[src/rtl/axil_rr_arbiter_if.sv]
// Manager-side and subordinate-side AXI4-Lite bundles for axil_rr_arbiter.
// axil_mgr_if carries N_M packed manager ports; axil_sub_if is the single shared subordinate.
interface axil_mgr_if #(
  parameter int N_M    = 2,
  parameter int ADDR_W = 32,
  parameter int DATA_W = 64
);
  localparam int STRB_W = DATA_W / 8;

  logic [N_M-1:0]        m_awvalid, m_awready;
  logic [N_M*ADDR_W-1:0] m_awaddr;
  logic [N_M-1:0]        m_wvalid, m_wready;
  logic [N_M*DATA_W-1:0] m_wdata;
  logic [N_M*STRB_W-1:0] m_wstrb;
  logic [N_M-1:0]        m_bvalid, m_bready;
  logic [1:0]            m_bresp;
  logic [N_M-1:0]        m_arvalid, m_arready;
  logic [N_M*ADDR_W-1:0] m_araddr;
  logic [N_M-1:0]        m_rvalid, m_rready;
  logic [DATA_W-1:0]     m_rdata;
  logic [1:0]            m_rresp;

  modport master (
    output m_awvalid, m_awaddr, m_wvalid, m_wdata, m_wstrb, m_bready,
           m_arvalid, m_araddr, m_rready,
    input  m_awready, m_wready, m_bvalid, m_bresp, m_arready, m_rvalid, m_rdata, m_rresp
  );
  modport slave (
    input  m_awvalid, m_awaddr, m_wvalid, m_wdata, m_wstrb, m_bready,
           m_arvalid, m_araddr, m_rready,
    output m_awready, m_wready, m_bvalid, m_bresp, m_arready, m_rvalid, m_rdata, m_rresp
  );
endinterface

interface axil_sub_if #(
  parameter int ADDR_W = 32,
  parameter int DATA_W = 64
);
  localparam int STRB_W = DATA_W / 8;

  logic              s_awvalid, s_awready;
  logic [ADDR_W-1:0] s_awaddr;
  logic              s_wvalid, s_wready;
  logic [DATA_W-1:0] s_wdata;
  logic [STRB_W-1:0] s_wstrb;
  logic              s_bvalid, s_bready;
  logic [1:0]        s_bresp;
  logic              s_arvalid, s_arready;
  logic [ADDR_W-1:0] s_araddr;
  logic              s_rvalid, s_rready;
  logic [DATA_W-1:0] s_rdata;
  logic [1:0]        s_rresp;

  modport master (
    output s_awvalid, s_awaddr, s_wvalid, s_wdata, s_wstrb, s_bready,
           s_arvalid, s_araddr, s_rready,
    input  s_awready, s_wready, s_bvalid, s_bresp, s_arready, s_rvalid, s_rdata, s_rresp
  );
  modport slave (
    input  s_awvalid, s_awaddr, s_wvalid, s_wdata, s_wstrb, s_bready,
           s_arvalid, s_araddr, s_rready,
    output s_awready, s_wready, s_bvalid, s_bresp, s_arready, s_rvalid, s_rdata, s_rresp
  );
endinterface

[src/rtl/axil_rr_arbiter.sv]
// N_M-manager to one-subordinate AXI4-Lite arbiter; write and read paths locked per transaction.
// Round-robin by default; define ARB_FIXED_PRIO_EN for lowest-index-wins fixed priority.
module axil_rr_arbiter #(
  parameter int N_M    = 2,
  parameter int ADDR_W = 32,
  parameter int DATA_W = 64
) (
  input  logic           ACLK,
  input  logic           ARESETn,
  axil_mgr_if.slave      mgr,
  axil_sub_if.master     sub,
  output logic [N_M-1:0] wr_gnt,
  output logic [N_M-1:0] rd_gnt
);
  localparam int STRB_W = DATA_W / 8;
  localparam int IDX_W  = $clog2(N_M);
  localparam logic [N_M-1:0] ONE = {{(N_M-1){1'b0}}, 1'b1};

  typedef enum logic [1:0] {W_IDLE, W_ADDR, W_DATA, W_RESP} wr_state_e;
  typedef enum logic [1:0] {R_IDLE, R_ADDR, R_RESP} rd_state_e;

  wr_state_e        wr_state_q;
  rd_state_e        rd_state_q;
  logic [IDX_W-1:0] wr_idx_q, rd_idx_q;
  logic [N_M-1:0]   wr_gnt_q, rd_gnt_q;
  logic [IDX_W-1:0] wr_start, rd_start;
  logic [IDX_W-1:0] wr_win_d, rd_win_d;
  logic             wr_b_hs, rd_r_hs;

  // First requester found scanning upward from start, wrapping at N_M.
  function automatic logic [IDX_W-1:0] rr_pick(input logic [N_M-1:0] req,
                                               input logic [IDX_W-1:0] start);
    logic [IDX_W-1:0] pick;
    logic             found;
    int               idx;
    pick  = '0;
    found = 1'b0;
    for (int k = 0; k < N_M; k++) begin
      idx = int'(start) + k;
      if (idx >= N_M) idx = idx - N_M;
      if (!found && req[idx]) begin
        pick  = IDX_W'(idx);
        found = 1'b1;
      end
    end
    return pick;
  endfunction

  assign wr_win_d = rr_pick(mgr.m_awvalid, wr_start);
  assign rd_win_d = rr_pick(mgr.m_arvalid, rd_start);
  assign wr_b_hs  = (wr_state_q == W_RESP) && sub.s_bvalid && mgr.m_bready[wr_idx_q];
  assign rd_r_hs  = (rd_state_q == R_RESP) && sub.s_rvalid && mgr.m_rready[rd_idx_q];

`ifdef ARB_FIXED_PRIO_EN
  assign wr_start = '0;
  assign rd_start = '0;
`else
  logic [IDX_W-1:0] wr_ptr_q, rd_ptr_q;
  logic [IDX_W-1:0] wr_ptr_d, rd_ptr_d;

  assign wr_ptr_d = (int'(wr_idx_q) == N_M - 1) ? '0 : wr_idx_q + 1'b1;
  assign rd_ptr_d = (int'(rd_idx_q) == N_M - 1) ? '0 : rd_idx_q + 1'b1;

  always_ff @(posedge ACLK or negedge ARESETn) begin
    if (!ARESETn) begin
      wr_ptr_q <= '0;
      rd_ptr_q <= '0;
    end else begin
      if (wr_b_hs) wr_ptr_q <= wr_ptr_d;
      if (rd_r_hs) rd_ptr_q <= rd_ptr_d;
    end
  end

  assign wr_start = wr_ptr_q;
  assign rd_start = rd_ptr_q;
`endif

  always_ff @(posedge ACLK or negedge ARESETn) begin
    if (!ARESETn) begin
      wr_state_q <= W_IDLE;
      wr_idx_q   <= '0;
      wr_gnt_q   <= '0;
    end else begin
      case (wr_state_q)
        W_IDLE: if (|mgr.m_awvalid) begin
          wr_idx_q   <= wr_win_d;
          wr_gnt_q   <= ONE << wr_win_d;
          wr_state_q <= W_ADDR;
        end
        W_ADDR: if (sub.s_awvalid && sub.s_awready) wr_state_q <= W_DATA;
        W_DATA: if (sub.s_wvalid && sub.s_wready) wr_state_q <= W_RESP;
        W_RESP: if (wr_b_hs) begin
          wr_gnt_q   <= '0;
          wr_state_q <= W_IDLE;
        end
        default: wr_state_q <= W_IDLE;
      endcase
    end
  end

  always_ff @(posedge ACLK or negedge ARESETn) begin
    if (!ARESETn) begin
      rd_state_q <= R_IDLE;
      rd_idx_q   <= '0;
      rd_gnt_q   <= '0;
    end else begin
      case (rd_state_q)
        R_IDLE: if (|mgr.m_arvalid) begin
          rd_idx_q   <= rd_win_d;
          rd_gnt_q   <= ONE << rd_win_d;
          rd_state_q <= R_ADDR;
        end
        R_ADDR: if (sub.s_arvalid && sub.s_arready) rd_state_q <= R_RESP;
        R_RESP: if (rd_r_hs) begin
          rd_gnt_q   <= '0;
          rd_state_q <= R_IDLE;
        end
        default: rd_state_q <= R_IDLE;
      endcase
    end
  end

  // Payloads follow the granted index; only valid/ready are gated by phase.
  always_comb begin
    sub.s_awvalid = 1'b0;
    sub.s_awaddr  = mgr.m_awaddr[int'(wr_idx_q)*ADDR_W +: ADDR_W];
    sub.s_wvalid  = 1'b0;
    sub.s_wdata   = mgr.m_wdata[int'(wr_idx_q)*DATA_W +: DATA_W];
    sub.s_wstrb   = mgr.m_wstrb[int'(wr_idx_q)*STRB_W +: STRB_W];
    sub.s_bready  = 1'b0;
    mgr.m_awready = '0;
    mgr.m_wready  = '0;
    mgr.m_bvalid  = '0;
    case (wr_state_q)
      W_ADDR: begin
        sub.s_awvalid           = mgr.m_awvalid[wr_idx_q];
        mgr.m_awready[wr_idx_q] = sub.s_awready;
      end
      W_DATA: begin
        sub.s_wvalid           = mgr.m_wvalid[wr_idx_q];
        mgr.m_wready[wr_idx_q] = sub.s_wready;
      end
      W_RESP: begin
        mgr.m_bvalid[wr_idx_q] = sub.s_bvalid;
        sub.s_bready           = mgr.m_bready[wr_idx_q];
      end
      default: ;
    endcase
  end

  always_comb begin
    sub.s_arvalid = 1'b0;
    sub.s_araddr  = mgr.m_araddr[int'(rd_idx_q)*ADDR_W +: ADDR_W];
    sub.s_rready  = 1'b0;
    mgr.m_arready = '0;
    mgr.m_rvalid  = '0;
    case (rd_state_q)
      R_ADDR: begin
        sub.s_arvalid           = mgr.m_arvalid[rd_idx_q];
        mgr.m_arready[rd_idx_q] = sub.s_arready;
      end
      R_RESP: begin
        mgr.m_rvalid[rd_idx_q] = sub.s_rvalid;
        sub.s_rready           = mgr.m_rready[rd_idx_q];
      end
      default: ;
    endcase
  end

  assign mgr.m_bresp = sub.s_bresp;
  assign mgr.m_rdata = sub.s_rdata;
  assign mgr.m_rresp = sub.s_rresp;
  assign wr_gnt      = wr_gnt_q;
  assign rd_gnt      = rd_gnt_q;

endmodule

[src/flat_wrapper.sv]
// flat-port wrapper written by rule: the top's interface ports become plain ports
module axil_rr_arbiter_flat 
#(
  parameter int N_M    = 2,
  parameter int ADDR_W = 32,
  parameter int DATA_W = 64
)
  (ACLK, ARESETn, wr_gnt, rd_gnt, mgr_m_awvalid, mgr_m_awaddr, mgr_m_wvalid, mgr_m_wdata, mgr_m_wstrb, mgr_m_bready, mgr_m_arvalid, mgr_m_araddr, mgr_m_rready, mgr_m_awready, mgr_m_wready, mgr_m_bvalid, mgr_m_bresp, mgr_m_arready, mgr_m_rvalid, mgr_m_rdata, mgr_m_rresp, sub_s_awvalid, sub_s_awaddr, sub_s_wvalid, sub_s_wdata, sub_s_wstrb, sub_s_bready, sub_s_arvalid, sub_s_araddr, sub_s_rready, sub_s_awready, sub_s_wready, sub_s_bvalid, sub_s_bresp, sub_s_arready, sub_s_rvalid, sub_s_rdata, sub_s_rresp);
  axil_mgr_if #(.N_M(N_M), .ADDR_W(ADDR_W), .DATA_W(DATA_W)) mgr_i ();
  axil_sub_if #(.ADDR_W(ADDR_W), .DATA_W(DATA_W)) sub_i ();
  input  logic ACLK;
  input  logic ARESETn;
  output logic [N_M-1:0] wr_gnt;
  output logic [N_M-1:0] rd_gnt;
  input wire logic [$bits(mgr_i.m_awvalid)-1:0] mgr_m_awvalid;
  input wire logic [$bits(mgr_i.m_awaddr)-1:0] mgr_m_awaddr;
  input wire logic [$bits(mgr_i.m_wvalid)-1:0] mgr_m_wvalid;
  input wire logic [$bits(mgr_i.m_wdata)-1:0] mgr_m_wdata;
  input wire logic [$bits(mgr_i.m_wstrb)-1:0] mgr_m_wstrb;
  input wire logic [$bits(mgr_i.m_bready)-1:0] mgr_m_bready;
  input wire logic [$bits(mgr_i.m_arvalid)-1:0] mgr_m_arvalid;
  input wire logic [$bits(mgr_i.m_araddr)-1:0] mgr_m_araddr;
  input wire logic [$bits(mgr_i.m_rready)-1:0] mgr_m_rready;
  output wire logic [$bits(mgr_i.m_awready)-1:0] mgr_m_awready;
  output wire logic [$bits(mgr_i.m_wready)-1:0] mgr_m_wready;
  output wire logic [$bits(mgr_i.m_bvalid)-1:0] mgr_m_bvalid;
  output wire logic [$bits(mgr_i.m_bresp)-1:0] mgr_m_bresp;
  output wire logic [$bits(mgr_i.m_arready)-1:0] mgr_m_arready;
  output wire logic [$bits(mgr_i.m_rvalid)-1:0] mgr_m_rvalid;
  output wire logic [$bits(mgr_i.m_rdata)-1:0] mgr_m_rdata;
  output wire logic [$bits(mgr_i.m_rresp)-1:0] mgr_m_rresp;
  output wire logic [$bits(sub_i.s_awvalid)-1:0] sub_s_awvalid;
  output wire logic [$bits(sub_i.s_awaddr)-1:0] sub_s_awaddr;
  output wire logic [$bits(sub_i.s_wvalid)-1:0] sub_s_wvalid;
  output wire logic [$bits(sub_i.s_wdata)-1:0] sub_s_wdata;
  output wire logic [$bits(sub_i.s_wstrb)-1:0] sub_s_wstrb;
  output wire logic [$bits(sub_i.s_bready)-1:0] sub_s_bready;
  output wire logic [$bits(sub_i.s_arvalid)-1:0] sub_s_arvalid;
  output wire logic [$bits(sub_i.s_araddr)-1:0] sub_s_araddr;
  output wire logic [$bits(sub_i.s_rready)-1:0] sub_s_rready;
  input wire logic [$bits(sub_i.s_awready)-1:0] sub_s_awready;
  input wire logic [$bits(sub_i.s_wready)-1:0] sub_s_wready;
  input wire logic [$bits(sub_i.s_bvalid)-1:0] sub_s_bvalid;
  input wire logic [$bits(sub_i.s_bresp)-1:0] sub_s_bresp;
  input wire logic [$bits(sub_i.s_arready)-1:0] sub_s_arready;
  input wire logic [$bits(sub_i.s_rvalid)-1:0] sub_s_rvalid;
  input wire logic [$bits(sub_i.s_rdata)-1:0] sub_s_rdata;
  input wire logic [$bits(sub_i.s_rresp)-1:0] sub_s_rresp;
  assign mgr_i.m_awvalid = mgr_m_awvalid;
  assign mgr_i.m_awaddr = mgr_m_awaddr;
  assign mgr_i.m_wvalid = mgr_m_wvalid;
  assign mgr_i.m_wdata = mgr_m_wdata;
  assign mgr_i.m_wstrb = mgr_m_wstrb;
  assign mgr_i.m_bready = mgr_m_bready;
  assign mgr_i.m_arvalid = mgr_m_arvalid;
  assign mgr_i.m_araddr = mgr_m_araddr;
  assign mgr_i.m_rready = mgr_m_rready;
  assign mgr_m_awready = mgr_i.m_awready;
  assign mgr_m_wready = mgr_i.m_wready;
  assign mgr_m_bvalid = mgr_i.m_bvalid;
  assign mgr_m_bresp = mgr_i.m_bresp;
  assign mgr_m_arready = mgr_i.m_arready;
  assign mgr_m_rvalid = mgr_i.m_rvalid;
  assign mgr_m_rdata = mgr_i.m_rdata;
  assign mgr_m_rresp = mgr_i.m_rresp;
  assign sub_s_awvalid = sub_i.s_awvalid;
  assign sub_s_awaddr = sub_i.s_awaddr;
  assign sub_s_wvalid = sub_i.s_wvalid;
  assign sub_s_wdata = sub_i.s_wdata;
  assign sub_s_wstrb = sub_i.s_wstrb;
  assign sub_s_bready = sub_i.s_bready;
  assign sub_s_arvalid = sub_i.s_arvalid;
  assign sub_s_araddr = sub_i.s_araddr;
  assign sub_s_rready = sub_i.s_rready;
  assign sub_i.s_awready = sub_s_awready;
  assign sub_i.s_wready = sub_s_wready;
  assign sub_i.s_bvalid = sub_s_bvalid;
  assign sub_i.s_bresp = sub_s_bresp;
  assign sub_i.s_arready = sub_s_arready;
  assign sub_i.s_rvalid = sub_s_rvalid;
  assign sub_i.s_rdata = sub_s_rdata;
  assign sub_i.s_rresp = sub_s_rresp;
  axil_rr_arbiter #(.N_M(N_M), .ADDR_W(ADDR_W), .DATA_W(DATA_W)) u_core (.ACLK(ACLK), .ARESETn(ARESETn), .mgr(mgr_i), .sub(sub_i), .wr_gnt(wr_gnt), .rd_gnt(rd_gnt));
endmodule
[config.mk]
export PLATFORM = sky130hd
export DESIGN_NAME = axil_rr_arbiter_flat
export DESIGN_NICKNAME = d
export VERILOG_FILES = /design/src/rtl/axil_rr_arbiter_if.sv /design/src/rtl/axil_rr_arbiter.sv /design/src/flat_wrapper.sv
export SDC_FILE = /design/constraint.sdc
export NUM_CORES = 1
export LEC_CHECK = 0
export CAP_MARGIN = 30
export CORE_AREA = 2 2 229 231
export CTS_CLUSTER_DIAMETER = 60
export DETAILED_ROUTE_END_ITERATION = 10
export DIE_AREA = 0 0 231 233
export GPL_TIMING_DRIVEN = 0
export HOLD_SLACK_MARGIN = 0.08
export PLACE_DENSITY = 0.37
export SETUP_SLACK_MARGIN = 0.02
export SKIP_LAST_GASP = 1
export SLEW_MARGIN = 0
export SYNTH_ARGS = -nofsm -noshare
export SYNTH_HDL_FRONTEND = slang
export SYNTH_SLANG_ARGS = --single-unit
[constraint.sdc]
create_clock -name ACLK -period 4.2 [get_ports ACLK]
set_clock_uncertainty 0.15 [all_clocks]
set_input_delay 0.42 -clock ACLK [delete_from_list [all_inputs] [get_ports ACLK]]
set_output_delay 0.42 -clock ACLK [all_outputs]
set_load 0.03 [all_outputs]
==> reports/summary.md <==
Synthesis produced a netlist whose cell count is 308. The fraction of final layout cells sized beyond drive strength 1 was 0.2676; the initial antenna violation count was 1. Switching fraction of total power: 0.5120. The run finished with clean final reports. Clock latency on the worst-skew pair, taken at its later pin, is 230 ps.

Hold repair after CTS inserted 0 buffers. The hold-critical path endpoint is u_core.wr_gnt[1]. The actual transition at the worst max-transition pin was 711.0 ps; the area growth from synthesis to layout was 208.1%.

The number of warnings reported in the yosys synthesis log is 0, and the reported net switching power is 2.136 mW. The tools report the power share of the clock group as 0.041. For the number of DRC violations after detailed routing, the log shows 0.

The logs give 0 for the diode insertion count for antenna repair and 2980 ps for the arrival time at the worst endpoint. The number of nets handed over by synthesis was 669. The post-route worst hold slack is 359.5 ps, and the portion of total power attributed to combinational logic is 0.907. The synthesized design contains 12 register bits. The achievable clock frequency is 281.5 MHz. Proportion of synthesized area in mux cells: 0.5530.

The proportion of synthesized flip-flops having asynchronous set or reset is 1.000. The worst hold path begins at u_core.wr_gnt[1]. The global-route usage over all layers was 0.08415; the final RePlAce weighted congestion was 0.7240. The tools report the register share of total power as 0.051.

Internal power comes to 2.036 mW. The path class of the tightest hold or removal check is register to register. The worst stage delay on the critical path works out to 670 ps. The critical path goes through buf_4 -> clkbuf_1 -> clkbuf_1 -> mux2_2 -> clkdlybuf4s50_1. The most frequent cell on the critical path was clkbuf_1.

The number of different library cells used by synthesis comes to 31. The total area inside the core boundary comes to 0.05109 mm². At the worst endpoint, the required time is 3630 ps. Once detailed placement completed, the half-perimeter wirelength came to 22.89 mm.

The die outline area is 0.05382 mm², and the number of buffers on the longest clock path is 2. Summed over all layers, the routed wires come to 25.25 mm. The maximum level of the CTS H-tree was 1; the cell area after layout was 0.008944 mm².

The count of endpoints failing setup in the final report is 0, and the height of the die is 233 µm. After the last flow step, the layout net total stands at 1,185. Before CTS, the worst setup slack after placement is 653.8 ps. The worst-case IR drop observed on VDD is 0.1630 mV.

The first detailed-routing pass ran for 4 iterations. The die width works out to 231 µm. Terminus of the critical flop-to-flop path: u_core.wr_state_q[1]. Clock tree synthesis inserted a total of 3 buffers. For this run, the number of standard cells in the final layout without fillers is 1,502. Setup repair after global routing left no endpoint under its margin. The fraction of the cycle the final worst path needs works out to 0.8459. The power per standard cell area came out at 466.5 mW/mm². The total instance count after detailed placement came out at 1,499. The worst slew margin relative to its limit came out at 0.5260. CTS saw 12 sinks. The largest family of logic cells by synthesized area is multiplexers. In this run the critical register-to-register path is launched from u_core.wr_state_q[0].

Once the clock tree was built, the resizer swapped 0 gates to a different size. The kind of cell with the highest combined delay on the critical path is buffers and inverters. The slowest stage of the critical path belongs to the cell clkdlybuf4s50_1.

The kind of start point of the critical path was a register. The logs give 0.1034 for the sequential-to-total area share from yosys stat and 0.05681 for the initial core utilization. The count of flip-flops with a built-in enable after synthesis was 0. The run gives 5,738 as the number of fill cells in the layout. For this run, the leading register cell type out of synthesis is dfrtp_1. The run gives 3.313 nW as the static leakage. The clock-pin transition on the worst setup and hold timing paths is 40 ps, and the post-synthesis instance area is 0.002903 mm². The floorplan has 83 rows. In this run the remaining antenna-violating nets after routing total 0. The design draws 4.172 mW.

The depth of the worst hold-timing path came out at 1. The final number of max-transition violations was 0; the wire length of the first global-routing pass was 32.39 mm. The post-synthesis share of cell area spent on xor and xnor gates is 0.

The tool flagged a number of max-cap violations equal to 0. Setup total negative slack on the finished layout was measured at 0 ps. The placed instances occupy a cell area of 0.008869 mm². The average via count per standard cell was 2.829; the number of global-route vias before repair was 4,423.

The final count of hold timing violations is 0, and the number of buffers added on ports is 511. The post-detailed-route wirelength per cell came out at 16.81 µm. Of all nets on the critical path, the largest fanout is 10. In the post-route analysis, the smallest setup slack over all paths is 647.4 ps. The tools report the worst setup slack for register-to-register paths as 2060 ps. STA classifies the critical path endpoint as an output pin.

In the final layout, flip-flops and latches occupy 300.3 µm². The tools report the aggregate global routing overflow as 0. Entering global routing, the biggest net connects 13 pins.

Area fraction in and, or, nand and nor cells after synthesis: 0.07069. The final period demand of the worst path was 3553 ps; the number of I/O pins was 580. The area fraction in compound gates after synthesis is 0.04741.

The critical path is of the register to output pin type. The clock root buffer was clkbuf_16. The logs give 0.001998 mm² for the combined area of the multi-input logic cells and 66 for the first-iteration detailed-routing DRC count.

The average size of a mapped cell is 9.425 µm², and the total number of vias is 4,249. The worst register-to-register path has a depth of 5. For the post-CTS repair timing setup buffer count, the log shows 0.

TritonCTS built the clock tree. The share of the core filled with cells is 0.1750, and the buffer and inverter count on the worst path is 4. The adder and majority cell fraction of the synthesized area was 0.01724.
-- per-layer routing --
metal	vias up	global-route usage	wire length, µm
met4	0	0.004839	59
met1	1905	0.1047	10480
li1	2055	-	-
met3	4	0.02353	2228
met2	285	0.1500	12480
met5	-	0	0
-- power groups by stage --
stage	Sequential [mW]	Clock [mW]	Combinational, mW
final	0.214	0.173	3.79
after global routing	0.224	0.187	4.00
after CTS	0.216	0.179	3.89
after detailed placement	0.216	0	3.86
after global placement	0.216	0	3.87
after floorplan	0.239	0	2.13
-- layout make-up --
class | count | area share
timing repair buffer | 511 | 0.5719
multi-input combinational | 207 | 0.2234
tap | 680 | 0.09513
buffer | 85 | 0.06589
sequential | 12 | 0.03358
clock buffer | 3 | 0.008394
inverter | 4 | 0.001679
-- cell families after synthesis --
group | Yosys count
multiplexers | 143
flip-flops | 12
buffers and inverters | 89
adder cells (fa/ha/maj) | 4
AND/OR/NAND/NOR | 42
AO/OA/AOI/OAI | 18
-- worst max path at each step --
| stage | slack, ps | depth (start not counted) | from | endpoint |
|---|---|---|---|---|
| after floorplan | 2050 | 3 | u_core.rd_idx_q | sub_s_arvalid |
| after global placement | 710 | 5 | u_core.wr_idx_q | sub_s_wdata[40] |
| after detailed placement | 650 | 5 | u_core.wr_idx_q | sub_s_wdata[40] |
| after CTS | 390 | 5 | u_core.wr_idx_q | sub_s_wdata[40] |
| after global routing | 310 | 5 | u_core.wr_idx_q | sub_s_wdata[40] |
| final | 650 | 5 | u_core.wr_idx_q | sub_s_wdata[40] |
-- state kept, by name (all words and copies together) (netlist names) --
signal	flops
u_core.rd_idx_q	1
u_core.rd_gnt	2
u_core.wr_gnt	2
u_core.rd_state_q	2
u_core.wr_idx_q	1
u_core.wr_state_q	2
u_core.wr_ptr_q	1
u_core.rd_ptr_q	1
-- cell usage in the layout, fill, tap and decap left out, types with 3 or more instances in the layout --
cell and n:
mux2_2 138, inv_1 4, nor2b_1 6, nand2_1 10
dfrtp_1 12, buf_4 69, buf_2 9, clkbuf_16 3
clkbuf_1 7, nand2b_1 3, and3_1 4, nor3_1 3
clkdlybuf4s50_1 511, a31oi_1 3, nor2_1 12, mux2i_1 4
o21ai_0 3, ha_1 4
-- Yosys cell counts (2+ instances only) --
cell type / count / share of area
o21ai_0: 3 / 0.0052
and3_1: 4 / 0.0086
inv_1: 4 / 0.0052
nor2b_1: 6 / 0.013
buf_4: 69 / 0.18
mux2_2: 138 / 0.54
nor2_1: 12 / 0.016
nor3_1: 3 / 0.0052
mux2i_1: 4 / 0.014
ha_1: 4 / 0.017
clkbuf_1: 7 / 0.0091
nand2_1: 10 / 0.013
dfrtp_1: 12 / 0.10
a32o_1: 2 / 0.0069
nand2b_1: 3 / 0.0065
a31oi_1: 3 / 0.0065
buf_2: 9 / 0.016
a21oi_1: 2 / 0.0034
Power figures use the tool's default switching activity.
